### src/rtl/snn_delay_layer_seq.sv
// Time-multiplexed LIF layer: ternary weights, per-synapse spike delays taken
// from a per-input history shift register, one neuron evaluated per clock.
//
//   state | meaning
//   IDLE  | waiting for step; history shifts when a step is accepted
//   EVAL  | updating neuron idx each enabled cycle; last neuron returns to IDLE
module snn_delay_layer_seq #(
    parameter int NUM_IN    = 8,
    parameter int NUM_OUT   = 8,
    parameter int MP_WIDTH  = 5,
    parameter int DW        = 3,
    parameter int REF_WIDTH = 5
) (
    input  logic                          clk,
    input  logic                          reset,
    input  logic                          enable,
    input  logic                          step,
    input  logic [NUM_IN-1:0]             input_spikes,
    input  logic [NUM_IN*NUM_OUT*2-1:0]   weights,
    input  logic [NUM_IN*NUM_OUT*(DW+1)-1:0] delays,
    input  logic [MP_WIDTH-1:0]           threshold,
    input  logic [MP_WIDTH-1:0]           decay,
    input  logic [REF_WIDTH-1:0]          refractory_period,
    input  logic                          reset_mode,
    output logic [NUM_OUT*MP_WIDTH-1:0]   membrane_potential_out,
    output logic [NUM_OUT-1:0]            output_spikes,
    output logic                          busy,
    output logic                          output_data_ready
);
    localparam int HD = 1 << DW;
    localparam int IW = (NUM_OUT > 1) ? $clog2(NUM_OUT) : 1;
    localparam int SW = $clog2(NUM_IN + 1) + 1;
    localparam int VW = ((MP_WIDTH > SW) ? MP_WIDTH : SW) + 2;
    localparam logic signed [VW-1:0] ONE   = VW'(1);
    localparam logic signed [VW-1:0] MPMAX = VW'((1 << MP_WIDTH) - 1);

    typedef enum logic {IDLE = 1'b0, EVAL = 1'b1} state_t;

    state_t                 state_q, state_d;
    logic [IW-1:0]          idx_q, idx_d;
    logic [HD-1:0]          hist_q [NUM_IN];
    logic [HD-1:0]          hist_d [NUM_IN];
    logic [MP_WIDTH-1:0]    mp_q [NUM_OUT];
    logic [MP_WIDTH-1:0]    mp_d [NUM_OUT];
    logic [REF_WIDTH-1:0]   rc_q [NUM_OUT];
    logic [REF_WIDTH-1:0]   rc_d [NUM_OUT];
    logic [NUM_OUT-1:0]     shadow_q, shadow_d;
    logic [NUM_OUT-1:0]     spk_q, spk_d;
    logic                   busy_q, busy_d;
    logic                   ready_q, ready_d;

    logic signed [VW-1:0]   sum;
    logic signed [VW-1:0]   v_raw;
    logic [MP_WIDTH-1:0]    v_cl;
    logic                   fire;

    // Synaptic sum and clamped candidate potential for the neuron at idx_q.
    always_comb begin
        int         s;
        logic [1:0] w;
        logic [DW:0] dl;
        logic       spk;
        s   = 0;
        w   = '0;
        dl  = '0;
        spk = 1'b0;
        sum = '0;
        for (int i = 0; i < NUM_IN; i++) begin
            s   = int'(idx_q) * NUM_IN + i;
            w   = weights[2*s +: 2];
            dl  = delays[s*(DW+1) +: DW+1];
            spk = dl[DW] ? hist_q[i][dl[DW-1:0]] : hist_q[i][0];
            if (spk && !w[1]) begin
                sum = w[0] ? (sum - ONE) : (sum + ONE);
            end
        end
        v_raw = $signed({{(VW-MP_WIDTH){1'b0}}, mp_q[idx_q]})
              - $signed({{(VW-MP_WIDTH){1'b0}}, decay}) + sum;
        if (v_raw[VW-1]) begin
            v_cl = '0;
        end else if (v_raw > MPMAX) begin
            v_cl = '1;
        end else begin
            v_cl = v_raw[MP_WIDTH-1:0];
        end
        fire = (v_cl >= threshold);
    end

    always_comb begin
        state_d  = state_q;
        idx_d    = idx_q;
        hist_d   = hist_q;
        mp_d     = mp_q;
        rc_d     = rc_q;
        shadow_d = shadow_q;
        spk_d    = spk_q;
        busy_d   = busy_q;
        ready_d  = 1'b0;
        case (state_q)
            IDLE: begin
                if (enable && step) begin
                    for (int i = 0; i < NUM_IN; i++) begin
                        hist_d[i] = {hist_q[i][HD-2:0], input_spikes[i]};
                    end
                    idx_d   = '0;
                    state_d = EVAL;
                    busy_d  = 1'b1;
                end
            end
            EVAL: begin
                if (enable) begin
                    if (rc_q[idx_q] != '0) begin
                        rc_d[idx_q]     = rc_q[idx_q] - REF_WIDTH'(1);
                        shadow_d[idx_q] = 1'b0;
                    end else if (fire) begin
                        shadow_d[idx_q] = 1'b1;
                        rc_d[idx_q]     = refractory_period;
                        mp_d[idx_q]     = reset_mode ? (v_cl - threshold) : '0;
                    end else begin
                        shadow_d[idx_q] = 1'b0;
                        mp_d[idx_q]     = v_cl;
                    end
                    // Output vector takes the shadow including this last neuron's bit.
                    if (idx_q == IW'(NUM_OUT - 1)) begin
                        state_d = IDLE;
                        busy_d  = 1'b0;
                        ready_d = 1'b1;
                        spk_d   = shadow_d;
                    end else begin
                        idx_d = idx_q + IW'(1);
                    end
                end
            end
            default: state_d = IDLE;
        endcase
    end

    always_ff @(posedge clk or posedge reset) begin
        if (reset) begin
            state_q  <= IDLE;
            idx_q    <= '0;
            shadow_q <= '0;
            spk_q    <= '0;
            busy_q   <= 1'b0;
            ready_q  <= 1'b0;
            for (int i = 0; i < NUM_IN; i++) begin
                hist_q[i] <= '0;
            end
            for (int j = 0; j < NUM_OUT; j++) begin
                mp_q[j] <= '0;
                rc_q[j] <= '0;
            end
        end else begin
            state_q  <= state_d;
            idx_q    <= idx_d;
            shadow_q <= shadow_d;
            spk_q    <= spk_d;
            busy_q   <= busy_d;
            ready_q  <= ready_d;
            for (int i = 0; i < NUM_IN; i++) begin
                hist_q[i] <= hist_d[i];
            end
            for (int j = 0; j < NUM_OUT; j++) begin
                mp_q[j] <= mp_d[j];
                rc_q[j] <= rc_d[j];
            end
        end
    end

    for (genvar j = 0; j < NUM_OUT; j++) begin : g_mp_out
        assign membrane_potential_out[j*MP_WIDTH +: MP_WIDTH] = mp_q[j];
    end

    assign output_spikes     = spk_q;
    assign busy              = busy_q;
    assign output_data_ready = ready_q;

endmodule

### config.mk
export PLATFORM = sky130hd
export DESIGN_NAME = snn_delay_layer_seq
export DESIGN_NICKNAME = d
export VERILOG_FILES = /design/src/rtl/snn_delay_layer_seq.sv
export SDC_FILE = /design/constraint.sdc
export NUM_CORES = 1
export LEC_CHECK = 0
export CELL_PAD_IN_SITES_DETAIL_PLACEMENT = 1
export CELL_PAD_IN_SITES_GLOBAL_PLACEMENT = 2
export CORE_ASPECT_RATIO = 0.6
export CORE_MARGIN = 4
export CORE_UTILIZATION = 40
export CTS_BUF_LIST = sky130_fd_sc_hd__clkbuf_8
export DETAILED_ROUTE_END_ITERATION = 12
export DONT_BUFFER_PORTS = 1
export GPL_TIMING_DRIVEN = 0
export PLACE_DENSITY = 0.84
export SYNTH_ARGS = -nofsm -noshare
export SYNTH_HDL_FRONTEND = slang
export SYNTH_SLANG_ARGS = --single-unit
export TNS_END_PERCENT = 20
### constraint.sdc
create_clock -name clk -period 15.03 [get_ports clk]
set_input_delay 2.2545 -clock clk [delete_from_list [all_inputs] [get_ports clk]]
set_output_delay 2.2545 -clock clk [all_outputs]
set_load 0.05 [all_outputs]
# Word level (Yosys, flattened, before mapping)
# Index checks and enable logic that the tools add are counted.
# W data, S select, Z words.
[totals]
input_bits = 412
elab_cells = 202
regBits = 166
[op_classes]
addsub = 26
n_shift = 16
n_eq_ne = 5
mux = 77
n_lt_le_gt_ge = 14
n_reduce_logical = 28
bitwise = 6
[op_table]
columns = ["cell", "count"]
rows = [
  ["$shiftx A256 B10 Y4", 7],
  ["$shiftx A128 B9 Y2", 7],
  ["$shiftx A256 B9 Y4", 1],
  ["$bwmux W40", 4],
  ["$shiftx A128 B8 Y2", 1],
  ["$mux W40", 3],
  ["$mux W7", 16],
  ["$add A7 B2 Y7 const B", 7],
  ["$sub A7 B2 Y7 const B", 7],
  ["$mux W5", 8],
  ["$lt A3 B4 Y1 const B", 9],
  ["$bmux W5 S3", 2],
  ["$add A6 B3 Y7 const B", 4],
  ["$mux W1", 26],
  ["$bmux W1 S3", 8],
  ["$mux W8", 2],
  ["$demux W5 S3", 1],
  ["$reduce_and A3 Y1", 5],
  ["$add A6 B2 Y7 const B", 2],
  ["$logic_and A1 B1 Y1", 11],
  ["$mux W3", 3],
  ["$and A8 B8 Y8", 1],
  ["$logic_not A1 Y1", 8],
  ["$not A8 Y8", 1],
  ["23 further kinds", 28],
]

# Logic depth before layout (Yosys ltp)
[depth]
depth_word = 35
depth_mapped = 65
ltp_nobuf = 60

# Worst setup path after synthesis
# No wires, ideal clock.
[synth_timing]
path_kind = "input-to-reg"
startpoint = "in delays[225]"
endpoint = "reg rc_q[1] in the netlist's numbering"
path_slack_ns = 1.815
arrival_time_ns = 13.091
setup_ns = 0.125
path_stages = 51
t_required_ns = 14.905
n_path_buf = 0
path_cell_list = "and3b_1 -> o21ai_1 -> o2111ai_1 -> and3_1 -> a311o_1 -> a31oi_4 -> nand2_1 -> fa_1 -> inv_1 -> fa_1 -> inv_1 -> a311oi_1 -> o21bai_1 -> inv_1 -> fa_1 -> a21oi_1 -> ha_1 -> a21o_1 -> [... 15 more ...] -> mux2_2 -> ha_1 -> a21o_1 -> a21oi_1 -> xor2_1 -> xnor2_1 -> xnor2_1 -> xnor2_4 -> nor2_1 -> ha_1 -> a21o_1 -> a21oi_1 -> a21boi_0 -> o21ai_0 -> nand2b_1 -> o21bai_1 -> nor2_1 -> mux2_2"
[synth_between]
elab_chain_len = 34
elab_cells_between_ends = 76
cone_classes = "add/sub (15); order compare (2); shift (8); mux (41); reduce/logical (10)"
[synth_lines]
columns = ["element", "line", "rtl"]
rows = [
  ["start: declaration", "20", "input logic [NUM_IN*NUM_OUT*(DW+1)-1:0] delays,"],
  ["$shiftx A256 B9 Y4", "71", "dl = delays[s*(DW+1) +: DW+1];"],
  ["$bmux W1 S3", "72", "spk = dl[DW] ? hist_q[i][dl[DW-1:0]] : hist_q[i][0];"],
  ["$mux W1 (implied by the code)", "72", ""],
  ["$mux W1", "72", ""],
  ["$logic_and A1 B1 Y1", "73", "if (spk && !w[1]) begin"],
  ["$mux W7", "73", ""],
  ["$add A7 B2 Y7 / $sub A7 B2 Y7 (equally long branches)", "74", "sum = w[0] ? (sum - ONE) : (sum + ONE);"],
  ["$mux W7", "74", ""],
  ["[... 18 more ...]", "--", ""],
  ["$mux W7 (*)", "73", ""],
  ["$add A6 B7 Y7 (*)", "78", "- $signed({{(VW-MP_WIDTH){1'b0}}, decay}) + sum;"],
  ["$gt A7 B6 Y1", "81", "end else if (v_raw > MPMAX) begin"],
  ["$mux W5", "81", ""],
  ["$mux W5 (*)", "79", "if (v_raw[VW-1]) begin"],
  ["$ge A5 B5 Y1 (*)", "86", "fire = (v_cl >= threshold);"],
  ["$reduce_bool A2 Y1 (no line) (*)", "--", ""],
  ["$reduce_and A3 Y1 (no line) (*)", "--", ""],
  ["end signal: indexed assignment", "165", "rc_q[j] <= rc_d[j];"],
  ["end: declaration", "45", "logic [REF_WIDTH-1:0] rc_q [NUM_OUT];"],
]
# Mark *: on every way between the ends. The rest lies on a longest branch, timed or not. The select of a mux whose other input is x is not followed.
# A chain may end at the register's enable or synchronous reset.

# Final worst setup path
[layout_timing]
startpoint = "in delays[224]"
endpoint = "reg rc_q[11] in the netlist's numbering"
# Same word-level chain as after synthesis.

==> reports/summary.txt <==
Vias in the first global route = 12550
Mux share of post-synthesis cell area = 22.5%
Most common cell on crit path = ha_1
Total GRT Usage = 32.6%
Netlist Area Pre-Place = 0.0135 mm²
CTS buffer count = 17
Crit-path slowest cell = nor2_1
# setup viols final = 0
Vias = 12540
Final hold vios = 0
Router iterations before antenna repair = 6
Final wirelength = 61800 µm
Seq/Total Area, Yosys = 30.8%
Filler cells = 3749
Critical Path AT = 15.01 ns
Synth warn = 0
First-pass GRT wire length = 87700 µm
Status = complete, no violations
XOR/XNOR Fraction of Synth Area = 3.62%
Unique masters post-synth = 88
CTS tree = yes
Die Wd = 245 µm
Root buffer cell = clkbuf_8
Site Rows = 51
Layout Skew = 0.0266 ns
Hold Path Class = reg2reg
Clock transition at path regs = 0.10 ns
Final Cell Area = 0.0147 mm²
Ys async rst share = 100%
DIE HEIGHT = 150 µm
Register bit total from synthesis = 166
Commonest non-fill, non-tap cell in the layout = dfrtp_1
I/O Pins = 462
Max cap viols = 0
F_max = 0.0684 GHz
Crit start category = input port
Tcrit/Tclk final = 97.3%
Max-Slew Margin vs Limit = 12.6%
Most area-consuming cells after synthesis = dfrtp_1 31%, mux2_2 13%, mux2i_1 6.0%
Adder-cell share of the synthesized area = 6.67%
DR DRC count = 0
Routed len/inst = 33.1 µm
Max stage delay on crit path = 0.60 ns
Bufs and invs on worst path = 4
Clk_lat worst skew = 0.51 ns
Syn nets = 1843
Largest net degree at the start of global routing = 129
Number of antenna violations at the first check in global routing = 9
Vias per inst = 6.72
Setup crit end kind = flip-flop
Syn Area/Cell = 9.85 µm²
Compound-Gate Fraction of Synth Area = 20.9%
PortBufs = 0
Critical path peak fanout = 8
Max Root-Sink Buffers = 2
Die footprint = 0.0368 mm²
Iteration-0 DRC count of the detailed router = 1452
Gpl congestion = 0.957
Critical Path RT = 15.42 ns
Main synth FF type = dfrtp_1
RSZ-0062 raised after global routing = true
Syn Inst Count = 1367
Max Slew Vio Count = 0
Dpl cell area = 0.0141 mm²
Core Area = 0.0328 mm²
Hold buffer count at cts = 0
Layout area overhead = 9.03%
H-tree levels = 4
Fin nets = 1868
DP HPWL = 50200 µm
Worst Tran Pin Value = 1.31 ns
Delay-heaviest family, CP = compound AO/OA/AOI/OAI gates
Grt ovf = 0
Area share of and/or/nand/nor cells after synthesis = 10.7%
Commonest cells after routing, fill and taps aside = 166 x dfrtp_1, 161 x mux2_2, 94 x nor2_1, 81 x mux2i_1, 76 x nand2_1
Synth top area share = 30.8%
Number of synthesized flops with an enable pin = 0
Dominant cell type by area after synthesis = dfrtp_1
Initial Utilization = 41.1%
Post-DRT Antenna Nets = 0
Largest family of logic cells by synthesized area = multiplexers
Layout cells sized above 1 = 22.1%
Clock sink count = 166
Critical path class = in2reg
Tmin final = 14.62 ns
-- path summary, 6_finish.rpt --
check | start | end | slack, ns | cells after the start
max | delays[224] | rc_q[11]$_DFFE_PP0P_ | 0.41 | 56
max in group asynchronous | reset | hist_q[30]$_DFFE_PP0P_ | 12.51 | 2
max reg2reg | idx_q[0]$_DFFE_PP0P_ | rc_q[11]$_DFFE_PP0P_ | 0.52 | 59
min reg2reg | hist_q[39]$_DFFE_PP0P_ | hist_q[39]$_DFFE_PP0P_ | 0.51 | 1
min in group asynchronous | reset | membrane_potential_out[22]$_DFFE_PP0P_ | 1.55 | 1
min | hist_q[39]$_DFFE_PP0P_ | hist_q[39]$_DFFE_PP0P_ | 0.51 | 1
-- metal layers --
| layer | up-vias | global-route usage [%] | part of all wire [%] |
|---|---|---|---|
| met5 | - | 0 | 0.079 |
| met4 | 8 | 8.58 | 2.6 |
| met1 | 6527 | 46.9 | 44 |
| met3 | 109 | 10.7 | 11 |
| li1 | 5248 | - | - |
| met2 | 648 | 47.0 | 43 |
-- timing repair --
| item | CTS | global route |
|---|---|---|
| resized for setup | 8 | 15 |
| setup endpoints to repair | 87 | 96 |
| setup buffers | 1 | 6 |
| hold endpoints to repair | 0 | 0 |
| pin swaps | 0 | 3 |
-- flip-flops by register name, indices dropped and copies added (netlist names) --
signal	count
membrane_potential_out	40
shadow_q	8
state_q	1
idx_q	3
rc_q	40
output_spikes	8
busy	1
hist_q	64
output_data_ready	1
-- cells in the mapped netlist, types with 15 or more instances --
library cell,instances
buf_2,21
dfrtp_1,166
clkbuf_1,33
mux2i_1,81
nand2_1,77
ha_1,51
inv_1,57
nor3_1,15
a22oi_1,41
a221oi_1,19
o21ai_0,60
o22ai_1,32
a21o_1,17
mux4_2,17
o221ai_1,24
nor2_1,96
xnor2_1,26
nand3_1,26
xor2_1,15
mux2_2,161
a21oi_1,71
-- stage by stage --
stage	hold slack, ns	setup WS [ns]	std cells	TNS (ns)	utilization (%)
6_report	0.515	0.413	1865	0	44.8
5_1_grt	0.528	-0.107	1860	-3.25	44.7
4_1_cts	0.516	-0.00664	1850	-0.0128	44.3
3_5_place_dp	0.493	-0.529	1818	-29.55	42.9
3_3_place_gp	0.474	-0.0879	1817	-1.39	42.8
2_1_floorplan	0.446	1.81	1367	0	-
-- logic make-up (layout without fill, tap and decap cells) --
| kind of cell | Yosys count | after routing |
|---|---|---|
| adders and majority gates | 64 | 64 |
| buffers and inverters | 135 | 173 |
| AOI/OAI and AO/OA | 398 | 398 |
| other | 0 | 10 |
| DFF | 166 | 166 |
| and+or+nand+nor | 296 | 296 |
| xor gates and xnor gates | 47 | 47 |
| muxes | 261 | 261 |
-- area by class of cell --
type | instances | area, µm² | area share, %
clock inverter | 15 | 179 | 1.22
sequential | 166 | 4150 | 28.3
tap | 450 | 563 | 3.83
buffer | 73 | 407 | 2.77
clock buffer | 17 | 234 | 1.59
inverter | 60 | 233 | 1.58
multi-input combinational | 1066 | 8780 | 59.7
antenna | 10 | 25.0 | 0.170
timing repair buffer | 8 | 118 | 0.801
Power is not shown: default switching activity piles up to over one toggle a cycle in this logic, so the estimate is an artifact.
